--- src/rtl/dcache_pkg.sv ---
// rtl/dcache_pkg.sv - shared types and constants for the DCache data-array arbiter
package dcache_pkg;
    typedef enum logic [1:0] {AG_HR, AG_HW, AG_FL, AG_WB} agent_e;
    typedef enum logic [1:0] {ST_IDLE, ST_FILL, ST_WBACK} state_e;
    localparam int BURST_BEATS = 4;
endpackage

--- src/rtl/dcache_starve_counter.sv ---
// rtl/dcache_starve_counter.sv - saturating wait counter; at_limit flags a starved requester
module dcache_starve_counter #(
    parameter int CNT_W = 4
) (
    input  logic             clk,
    input  logic             rst_n,
    input  logic             inc,
    input  logic             clr,
    input  logic [CNT_W-1:0] limit,
    output logic             at_limit
);
    logic [CNT_W-1:0] count_q, count_d;

    always_comb begin
        count_d = count_q;
        if (clr) begin
            count_d = '0;
        end else if (inc && (count_q != limit)) begin
            count_d = count_q + CNT_W'(1);
        end
    end

    always_ff @(posedge clk or negedge rst_n) begin
        if (!rst_n) begin
            count_q <= '0;
        end else begin
            count_q <= count_d;
        end
    end

    assign at_limit = (count_q == limit);
endmodule

--- src/rtl/dcache_data_arbiter.sv ---
// rtl/dcache_data_arbiter.sv - one-access-per-cycle arbiter for the single-ported DCache data array
module dcache_data_arbiter
    import dcache_pkg::*;
#(
    parameter int INDEX_W      = 6,
    parameter int WAY_W        = 3,
    parameter int DATA_W       = 128,
    parameter int STARVE_LIMIT = 8
) (
    input  logic                 clock,
    input  logic                 reset,
    input  logic                 hr_valid,
    output logic                 hr_ready,
    input  logic [INDEX_W-1:0]   hr_index,
    input  logic [WAY_W-1:0]     hr_way,
    input  logic [1:0]           hr_offset,
    output logic                 hr_rvalid,
    output logic [DATA_W-1:0]    hr_rdata,
    input  logic                 hw_valid,
    output logic                 hw_ready,
    input  logic [INDEX_W-1:0]   hw_index,
    input  logic [WAY_W-1:0]     hw_way,
    input  logic [1:0]           hw_offset,
    input  logic [DATA_W/8-1:0]  hw_bwen,
    input  logic [DATA_W-1:0]    hw_wdata,
    input  logic                 fl_valid,
    output logic                 fl_ready,
    input  logic [INDEX_W-1:0]   fl_index,
    input  logic [WAY_W-1:0]     fl_way,
    input  logic [DATA_W-1:0]    fl_wdata,
    input  logic                 wb_valid,
    output logic                 wb_ready,
    input  logic [INDEX_W-1:0]   wb_index,
    input  logic [WAY_W-1:0]     wb_way,
    output logic                 wb_rvalid,
    output logic [DATA_W-1:0]    wb_rdata,
    output logic                 arr_cen,
    output logic                 arr_wen,
    output logic [WAY_W-1:0]     arr_way,
    output logic [INDEX_W+1:0]   arr_addr,
    output logic [DATA_W/8-1:0]  arr_bwen,
    output logic [DATA_W-1:0]    arr_din,
    input  logic [DATA_W-1:0]    arr_rdata
);
    localparam logic [1:0] LAST_BEAT = 2'(BURST_BEATS - 1);

    state_e     state_q, state_d;
    logic [1:0] cnt_q, cnt_d;
    agent_e     owner_q, owner_d;
    logic       owner_vld_q, owner_vld_d;
    logic       hr_gnt, hw_gnt, fl_gnt, wb_gnt, hr_starved, rd_gnt;

    dcache_starve_counter #(.CNT_W(4)) u_starve (
        .clk      (clock),
        .rst_n    (reset),
        .inc      (hr_valid && !hr_gnt),
        .clr      (!hr_valid || hr_gnt),
        .limit    (4'(STARVE_LIMIT)),
        .at_limit (hr_starved)
    );

    always_ff @(posedge clock or negedge reset) begin
        if (!reset) begin
            state_q <= ST_IDLE;
            cnt_q   <= '0;
        end else begin
            state_q <= state_d;
            cnt_q   <= cnt_d;
        end
    end

    // The beat counter wraps to 0 on the last beat, so IDLE always starts a burst at offset 0.
    always_comb begin
        state_d = state_q;
        cnt_d   = cnt_q;
        if (fl_gnt || wb_gnt) begin
            cnt_d = cnt_q + 2'd1;
            if (cnt_q == LAST_BEAT) begin
                state_d = ST_IDLE;
            end else if (fl_gnt) begin
                state_d = ST_FILL;
            end else begin
                state_d = ST_WBACK;
            end
        end
    end

    // A locked burst admits only its own agent; a starved hit_read waits for IDLE.
    always_comb begin
        hr_gnt = 1'b0;
        hw_gnt = 1'b0;
        fl_gnt = 1'b0;
        wb_gnt = 1'b0;
        if (reset) begin
            case (state_q)
                ST_IDLE: begin
                    if (hr_valid && hr_starved) hr_gnt = 1'b1;
                    else if (fl_valid)          fl_gnt = 1'b1;
                    else if (wb_valid)          wb_gnt = 1'b1;
                    else if (hw_valid)          hw_gnt = 1'b1;
                    else if (hr_valid)          hr_gnt = 1'b1;
                end
                ST_FILL:  fl_gnt = fl_valid;
                ST_WBACK: wb_gnt = wb_valid;
                default:  ;
            endcase
        end
    end

    assign hr_ready = hr_gnt;
    assign hw_ready = hw_gnt;
    assign fl_ready = fl_gnt;
    assign wb_ready = wb_gnt;

    always_comb begin
        arr_cen  = hr_gnt | hw_gnt | fl_gnt | wb_gnt;
        arr_wen  = hw_gnt | fl_gnt;
        arr_way  = '0;
        arr_addr = '0;
        arr_bwen = '0;
        arr_din  = '0;
        if (hr_gnt) begin
            arr_way  = hr_way;
            arr_addr = {hr_index, hr_offset};
            arr_bwen = '1;
        end else if (hw_gnt) begin
            arr_way  = hw_way;
            arr_addr = {hw_index, hw_offset};
            arr_bwen = hw_bwen;
            arr_din  = hw_wdata;
        end else if (fl_gnt) begin
            arr_way  = fl_way;
            arr_addr = {fl_index, cnt_q};
            arr_bwen = '1;
            arr_din  = fl_wdata;
        end else if (wb_gnt) begin
            arr_way  = wb_way;
            arr_addr = {wb_index, cnt_q};
            arr_bwen = '1;
        end
    end

    assign rd_gnt = hr_gnt | wb_gnt;

    always_comb begin
        owner_vld_d = rd_gnt;
        owner_d     = owner_q;
        if (rd_gnt) begin
            owner_d = hr_gnt ? AG_HR : AG_WB;
        end
    end

    always_ff @(posedge clock or negedge reset) begin
        if (!reset) begin
            owner_vld_q <= 1'b0;
            owner_q     <= AG_HR;
        end else begin
            owner_vld_q <= owner_vld_d;
            if (rd_gnt) begin
                owner_q <= owner_d;
            end
        end
    end

    assign hr_rvalid = owner_vld_q && (owner_q == AG_HR);
    assign wb_rvalid = owner_vld_q && (owner_q == AG_WB);
    assign hr_rdata  = hr_rvalid ? arr_rdata : '0;
    assign wb_rdata  = wb_rvalid ? arr_rdata : '0;
endmodule

--- config.mk ---
export PLATFORM = sky130hd
export DESIGN_NAME = dcache_data_arbiter
export DESIGN_NICKNAME = d
export VERILOG_FILES = /design/src/rtl/dcache_pkg.sv /design/src/rtl/dcache_starve_counter.sv /design/src/rtl/dcache_data_arbiter.sv
export SDC_FILE = /design/constraint.sdc
export NUM_CORES = 1
export LEC_CHECK = 0
export CAP_MARGIN = 5
export CELL_PAD_IN_SITES_DETAIL_PLACEMENT = 0
export CELL_PAD_IN_SITES_GLOBAL_PLACEMENT = 1
export CORE_AREA = 2 2 340 342
export CTS_CLUSTER_DIAMETER = 120
export DETAILED_ROUTE_END_ITERATION = 8
export DIE_AREA = 0 0 342 344
export PLACE_DENSITY_LB_ADDON = 0.1
export SYNTH_ARGS = -nofsm -noshare
export SYNTH_HDL_FRONTEND = slang
export SYNTH_SLANG_ARGS = --single-unit
--- constraint.sdc ---
create_clock -name clock -period 3.2 [get_ports clock]
set_input_delay 0.64 -clock clock [delete_from_list [all_inputs] [get_ports clock]]
set_output_delay 0.64 -clock clock [all_outputs]
set_load 0.02 [all_outputs]
==> results of run 1 <==
-- layout by cell type (no fill, tap or decap), types with 18 or more instances in the layout --
master,Yosys,layout
dlygate4sd2_1,0,84
o21ai_0,19,18
diode_2,0,21
buf_4,0,81
and3_1,128,128
and2_1,129,129
nand2_1,20,20
a22o_1,129,124
buf_12,0,41
clkdlybuf4s50_1,0,692
-- worst max path at each step --
stage | end | slack [ns] | cells after the start
after floorplan | arr_addr[1] | 0.38 | 6
after global placement | arr_addr[4] | -0.58 | 8
after detailed placement | arr_din[46] | -0.49 | 8
after CTS | arr_addr[1] | 0.02 | 10
after global routing | hr_rdata[12] | 0.002 | 4
final | arr_addr[1] | 0.08 | 10
-- metrics by stage --
stage / instances / TNS [ns]
finish: 2989 / 0
global route: 2972 / 0
CTS: 2967 / 0
detailed placement: 2959 / -55.13
global placement: 2959 / -66.61
floorplan: 604 / 0
-- metal layers --
metal	global-route usage (%)	wire length, um	up-vias
met3	6.10	8910	84
li1	-	-	3960
met4	1.73	1120	32
met2	23.8	41600	537
met1	10.5	23300	3990
met5	0	220	-
-- state kept, by name, indices dropped and copies added, names as in the netlist --
name / flops
u_starve.count_q: 4
owner_q: 1
owner_vld_q: 1
cnt_q: 2
state_q: 2
-- timing repair --
| action | CTS | global route |
|---|---|---|
| endpoints found under the setup margin | 160 | 23 |
| resized for setup | 165 | 4 |
| gates cloned | 1 | 0 |
| buffers inserted | 4 | 1 |
| pin swaps | 4 | 5 |
-- power by group through the flow --
stage	clock (mW)	combinational [mW]	sequential [mW]
after floorplan	0	1.28	0.195
after global placement	0	3.76	0.225
after detailed placement	0	3.72	0.222
after CTS	0.265	3.66	0.221
after global routing	0.269	3.80	0.230
final	0.255	3.57	0.221
-- cells in the mapped netlist (2+ instances only) --
library cell and n:
a21o_1 17, clkbuf_1 63, xnor2_1 3, nand3_1 3
inv_1 4, and3_1 128, nand3b_1 2, nor3b_1 2
and2_1 129, and3b_1 2, a22o_1 129, nor2_1 7
ha_1 3, nand2_1 20, o21ai_0 19, buf_1 3
a21oi_1 7, buf_2 14, dfrtp_1 10, o211a_1 8
o21a_1 3, o211ai_1 8, buf_6 2
-- cell families (layout without fill, tap and decap cells) --
kind of cell | count (synthesis) | after routing | synth area share [%]
simple gates | 302 | 302 | 44.6
compound gates | 196 | 196 | 38.5
buf+inv | 88 | 940 | 8.78
flops | 10 | 10 | 6.05
xor+xnor | 4 | 4 | 0.848
fa+ha+maj | 3 | 3 | 0.908
mux | 1 | 1 | 0.272
other cells | 0 | 21 | 0
-- cell type report --
class | instances | area [um2]
Inverter | 6 | 30.0
Antenna cell | 21 | 52.6
Fill cell | 13100 | 98500
Sequential cell | 10 | 258
Timing Repair Buffer | 930 | 9480
Multi-Input combinational cell | 506 | 3600
Tap cell | 1512 | 1890
Clock buffer | 4 | 88.8
-- worst max-delay path, delay by kind of cell --
kind | cells | cell delay [ns]
and+or+nand+nor | 1 | 0.53
buffers and inverters | 6 | 0.84
AOI/OAI and AO/OA | 3 | 0.47
==> impl_metrics.json, run 1 <==
{
  "clk_path_buf_depth": 2,
  "power_leakage_nw": 6.38,
  "grt_max_degree": 88,
  "synth_flop_cell": "dfrtp_1",
  "p_sw_share_pct": 48.8,
  "place_congestion": 0.845,
  "clkLatencyLatePin_ns": 0.24,
  "slew_viol_final": 0,
  "routed_wl_um": 75100,
  "drt_first_pass_iters": 4,
  "yosys_register_bits": 10,
  "initial_core_util_pct": 3.63,
  "intPower_mw": 2.07,
  "synth_nets": 1053,
  "fp.dieArea_um2": 118000,
  "design_area_um2": 15400,
  "pre_cts_slack_ns": -0.488,
  "whs_ns": 0.457,
  "fmax_mhz": 320,
  "relSlewSlack_pct": 66.0,
  "place_area_um2": 15200,
  "yosysWarnings": 0,
  "syn_inst": 604,
  "hold_path.class": "in -> async",
  "power.share.clock_pct": 6.3,
  "tritoncts": "done",
  "worst_pin_slew_ns": 0.510,
  "startpoint": "hw_valid",
  "worstSetupEndpointType": "output port",
  "avgSynthCellArea_um2": 6.84,
  "port-buffer-count": 864,
  "rows": 124,
  "cp_slowest_stage_delay_ns": 0.53,
  "cts_buffers": 3,
  "critPathKind": "in -> out",
  "grt_pass1_wl_um": 92400,
  "core_um2": 114000,
  "drcViolationCount": 0,
  "p_comb_share_pct": 88.2,
  "gr-total-overflow": 0,
  "total_power_mw": 4.04,
  "avgViaCountPerCell": 2.88,
  "reg2reg_depth": 9,
  "grt_use_total_pct": 11.8,
  "die_w_um": 342,
  "final_util_pct": 13.5,
  "antenna_found_initial": 56,
  "cts.sinks": 10,
  "finalCritPeriodShare_pct": 97.6,
  "dp_hpwl_um": 67200,
  "reg2reg_to": "cnt_q[1]",
  "rsz0062_at_grt": "no",
  "dr.first_iter.drc_count": 255,
  "status": "finished, final reports clean",
  "htree_levels": 1,
  "setup_viol": 0,
  "crit_required_ns": 2.56,
  "crit_path_cell_trace": "dlygate4sd2_1 > or4b_4 > a21o_1 > inv_2 > buf_12 > buf_6 > a21oi_1 > a21oi_2 > buf_4 > buf_12",
  "drv_cap": 0,
  "clkTransAtPathRegs_ns": 0.05,
  "ioPinCount": 865,
  "synth_enable_flop_cells": 0,
  "ys_seq_area_share_pct": 6.05,
  "postRouteAntennaNets": 0,
  "peakVddDrop_mv": 0.207,
  "finish.net_count": 1906,
  "die_h_um": 344,
  "cp_max_fo": 9,
  "wl_per_cell_um": 25.1,
  "reg2reg_from": "u_starve.count_q[0]",
  "cp_slowest_cell": "or4b_4",
  "yosysTopAreaCell": "a22o_1",
  "seqPwrFrac_pct": 5.5,
  "fin_skew_ns": 0.00462,
  "arrival_ns": 2.48,
  "synth_top_area_share_pct": 27.3,
  "hold_buffers": 0,
  "hold_viol": 0,
  "vias": 8603,
  "startpoint_type": "input pin",
  "grt_pass1_vias": 9203,
  "rrSetupSlack_ns": 1.03,
  "synthTopCellsByArea": "a22o_1 27%, and2_1 20%, and3_1 19%, dfrtp_1 6.1%, clkbuf_1 5.7%",
  "period_minus_slack_ns": 3.12,
  "p_switching_mw": 1.98,
  "clockRootBuffer": "clkbuf_16",
  "synthDistinctLibCells": 41,
  "area_delta_synth_final_pct": 272,
  "synthesis.area_um2": 4130,
  "fin_ws_ns": 0.0753,
  "async_flop_share_pct": 100,
  "crit_path_frequent_cell": "buf_12",
  "drive_above_1_share_pct": 11.6,
  "power_density_nw_per_um2": 263
}
No activity file was read; power rests on OpenSTA's default activity.
==> run 2, diff against run 1 <==
Settings changed: ABC_AREA from default to 1, GPL_TIMING_DRIVEN from default to 0.
==> run 2 against run 1 <==
Net effect: first-iteration DRC count grew 15%; final area decreased by 3.4%; non-clock buffer count up 15; clock skew is 0.0039 ns lower; clock power down 3%; synthesized cell count rose by 68%; largest cell class unchanged; largest power group unchanged; highest routed layer unchanged.
==> impl_metrics.json, run 2 <==
{
  "status": "finished, final reports clean",
  "period_minus_slack_ns": 3.11,
  "fin_skew_ns": 0.000769,
  "synth_flop_cell": "dfrtp_1",
  "relSlewSlack_pct": 43.6,
  "synth_top_area_share_pct": 34.8,
  "area_delta_synth_final_pct": 239,
  "syn_inst": 1012,
  "crit_required_ns": 2.56,
  "yosysWarnings": 0,
  "clkLatencyLatePin_ns": 0.23,
  "reg2reg_from": "u_starve.count_q[0]",
  "antenna_found_initial": 18,
  "arrival_ns": 2.47,
  "dp_hpwl_um": 62900,
  "die_h_um": 344,
  "synth_enable_flop_cells": 0,
  "cp_slowest_stage_delay_ns": 0.42,
  "clkTransAtPathRegs_ns": 0.04,
  "largest_reg_flops": 4,
  "vias": 9561,
  "worst_pin_slew_ns": 0.846,
  "port-buffer-count": 864,
  "rrSetupSlack_ns": 1.35,
  "clk_path_buf_depth": 2,
  "peakVddDrop_mv": 0.164,
  "clockRootBuffer": "clkbuf_16",
  "avgViaCountPerCell": 2.81,
  "grt_max_degree": 13,
  "cp_max_fo": 11,
  "async_flop_share_pct": 100,
  "place_congestion": 0.841,
  "cts.sinks": 10,
  "ioPinCount": 865,
  "synthesis.area_um2": 4390,
  "grt_pass1_vias": 9962,
  "drt_first_pass_iters": 5,
  "met3_length_um": 5650,
  "hold_path.class": "in -> async",
  "cts_buffers": 3,
  "finalCritPeriodShare_pct": 97.3,
  "top_regs": "u_starve.count_q (4), cnt_q (2), state_q (2)",
  "highest_layer": "met5",
  "critPathKind": "in -> out",
  "grt_use_total_pct": 10.7,
  "pre_cts_slack_ns": -1.55,
  "dr.first_iter.drc_count": 294,
  "ys_seq_area_share_pct": 5.70,
  "power_leakage_nw": 6.75,
  "yosysTopAreaCell": "nand2_1",
  "htree_levels": 1,
  "worst-path-buf-inv": 5,
  "core_um2": 114000,
  "hold_viol": 0,
  "yosys_register_bits": 10,
  "final_util_pct": 13.1,
  "drive_above_1_share_pct": 11.2,
  "reg2reg_depth": 8,
  "routed-wl-met2_um": 37700,
  "critPathTopFamily": "buffers and inverters",
  "p_sw_share_pct": 53.2,
  "worstSetupEndpointType": "output port",
  "synthTopCellsByArea": "nand2_1 35%, nor2_1 22%, inv_1 12%, nand4_1 8.1%, dfrtp_1 5.7%",
  "drv_cap": 0,
  "p_switching_mw": 1.97,
  "initial_core_util_pct": 3.85,
  "synthDistinctLibCells": 22,
  "tritoncts": "done",
  "startpoint_type": "input pin",
  "routed_wl_um": 68900,
  "total_power_mw": 3.70,
  "cp_slowest_cell": "clkdlybuf4s50_1",
  "synth_nets": 1461,
  "fin_ws_ns": 0.0861,
  "crit_path_cell_trace": "clkdlybuf4s50_1 > inv_1 > nand2_1 > nor2_4 > buf_4 > buf_4 > nand4_1 > nand4_1 > dlygate4sd2_1",
  "wl_per_cell_um": 20.3,
  "finish.net_count": 2335,
  "setup_viol": 0,
  "power.share.clock_pct": 6.7,
  "p_comb_share_pct": 87.8,
  "fp.dieArea_um2": 118000,
  "final_common_cell": "clkdlybuf4s50_1",
  "avgSynthCellArea_um2": 4.33,
  "grt_pass1_wl_um": 87000,
  "postRouteAntennaNets": 0,
  "die_w_um": 342,
  "power_density_nw_per_um2": 249,
  "slew_viol_final": 0,
  "intPower_mw": 1.73,
  "gr-total-overflow": 0,
  "post-synth-top-count-cell": "nand2_1",
  "synth_common_cells": "407 x nand2_1, 258 x nor2_1, 143 x inv_1",
  "rows": 124,
  "seqPwrFrac_pct": 5.5,
  "top_register": "u_starve.count_q",
  "mostFrequentLayoutCells": "701 x clkdlybuf4s50_1, 406 x nand2_1, 258 x nor2_1, 142 x inv_1, 75 x buf_2",
  "drcViolationCount": 0,
  "reg2reg_to": "owner_vld_q",
  "m1WireLength_um": 24400,
  "rsz0062_at_grt": "yes",
  "fmax_mhz": 321
}
run 2: changes by cell type after synthesis, moves of 57 or more:
cell,previous run,this run
nand4_1,0,57
inv_1,4,143
nor2_1,7,258
and3_1,128,0
a22o_1,129,0
nand2_1,20,407
and2_1,129,0
run 2: layout make-up:
type                            instances  area (um2)
Clock buffer                            4        88.8
Multi-Input combinational cell        779        3240
Sequential cell                        10         250
Inverter                              147         564
Antenna cell                            5        12.5
Buffer                                 75         576
Timing Repair Buffer                  870        8250
Fill cell                           13400       99000
Tap cell                             1512        1890
run 2: worst max-delay path by stage:
| stage | start | endpoint | cells after the start |
|---|---|---|---|
| CTS | wb_valid | arr_din[54] | 11 |
| global route | wb_valid | arr_din[14] | 11 |
| global placement | reset | arr_din[54] | 10 |
| detailed placement | reset | arr_din[54] | 10 |
| floorplan | wb_valid | arr_din[100] | 9 |
| finish | wb_valid | arr_bwen[5] | 9 |
run 2: through the flow:
step | area (um2) | cells | hold slack (ns) | setup TNS, ns
after global routing | 14900 | 3398 | 0.318 | -0.0415
after detailed placement | 14900 | 3388 | 0.547 | -210.85
final | 14900 | 3402 | 0.302 | 0
after global placement | 14900 | 3388 | 0.542 | -210.01
after CTS | 15100 | 3394 | 0.319 | -0.0386
after floorplan | 4390 | 1012 | 0.344 | 0
run 2: kinds of logic after synthesis:
| logic type | after synthesis | share of synthesized area (%) |
|---|---|---|
| flip-flops | 10 | 5.70 |
| adder cells (fa/ha/maj) | 3 | 0.856 |
| XOR/XNOR | 2 | 0.399 |
| buffers and inverters | 223 | 21.0 |
| AND/OR/NAND/NOR | 771 | 71.6 |
| AO/OA/AOI/OAI | 3 | 0.342 |
run 2: repair_timing:
item | CTS | global route
endpoints found under the setup margin | 361 | 162
resized for setup | 530 | 117
setup buffers | 2 | 3
hold buffers | 0 | 0
pin swaps | 3 | 2
cloned | 0 | 1
run 2: power groups by stage:
stage                     registers [mW]  clock network (mW)  logic [mW]
after global routing               0.212               0.262        3.49
after floorplan                    0.192                   0        1.33
after global placement             0.204                   0        3.48
after CTS                          0.206               0.255        3.38
final                              0.205               0.248        3.25
after detailed placement           0.205                   0        3.44
run 2: metal layers:
metal / vias up / GRT usage, %
met5: - / 0
met4: 16 / 1.43
met3: 44 / 3.37
met2: 469 / 21.4
met1: 4292 / 11.0
li1: 4740 / -
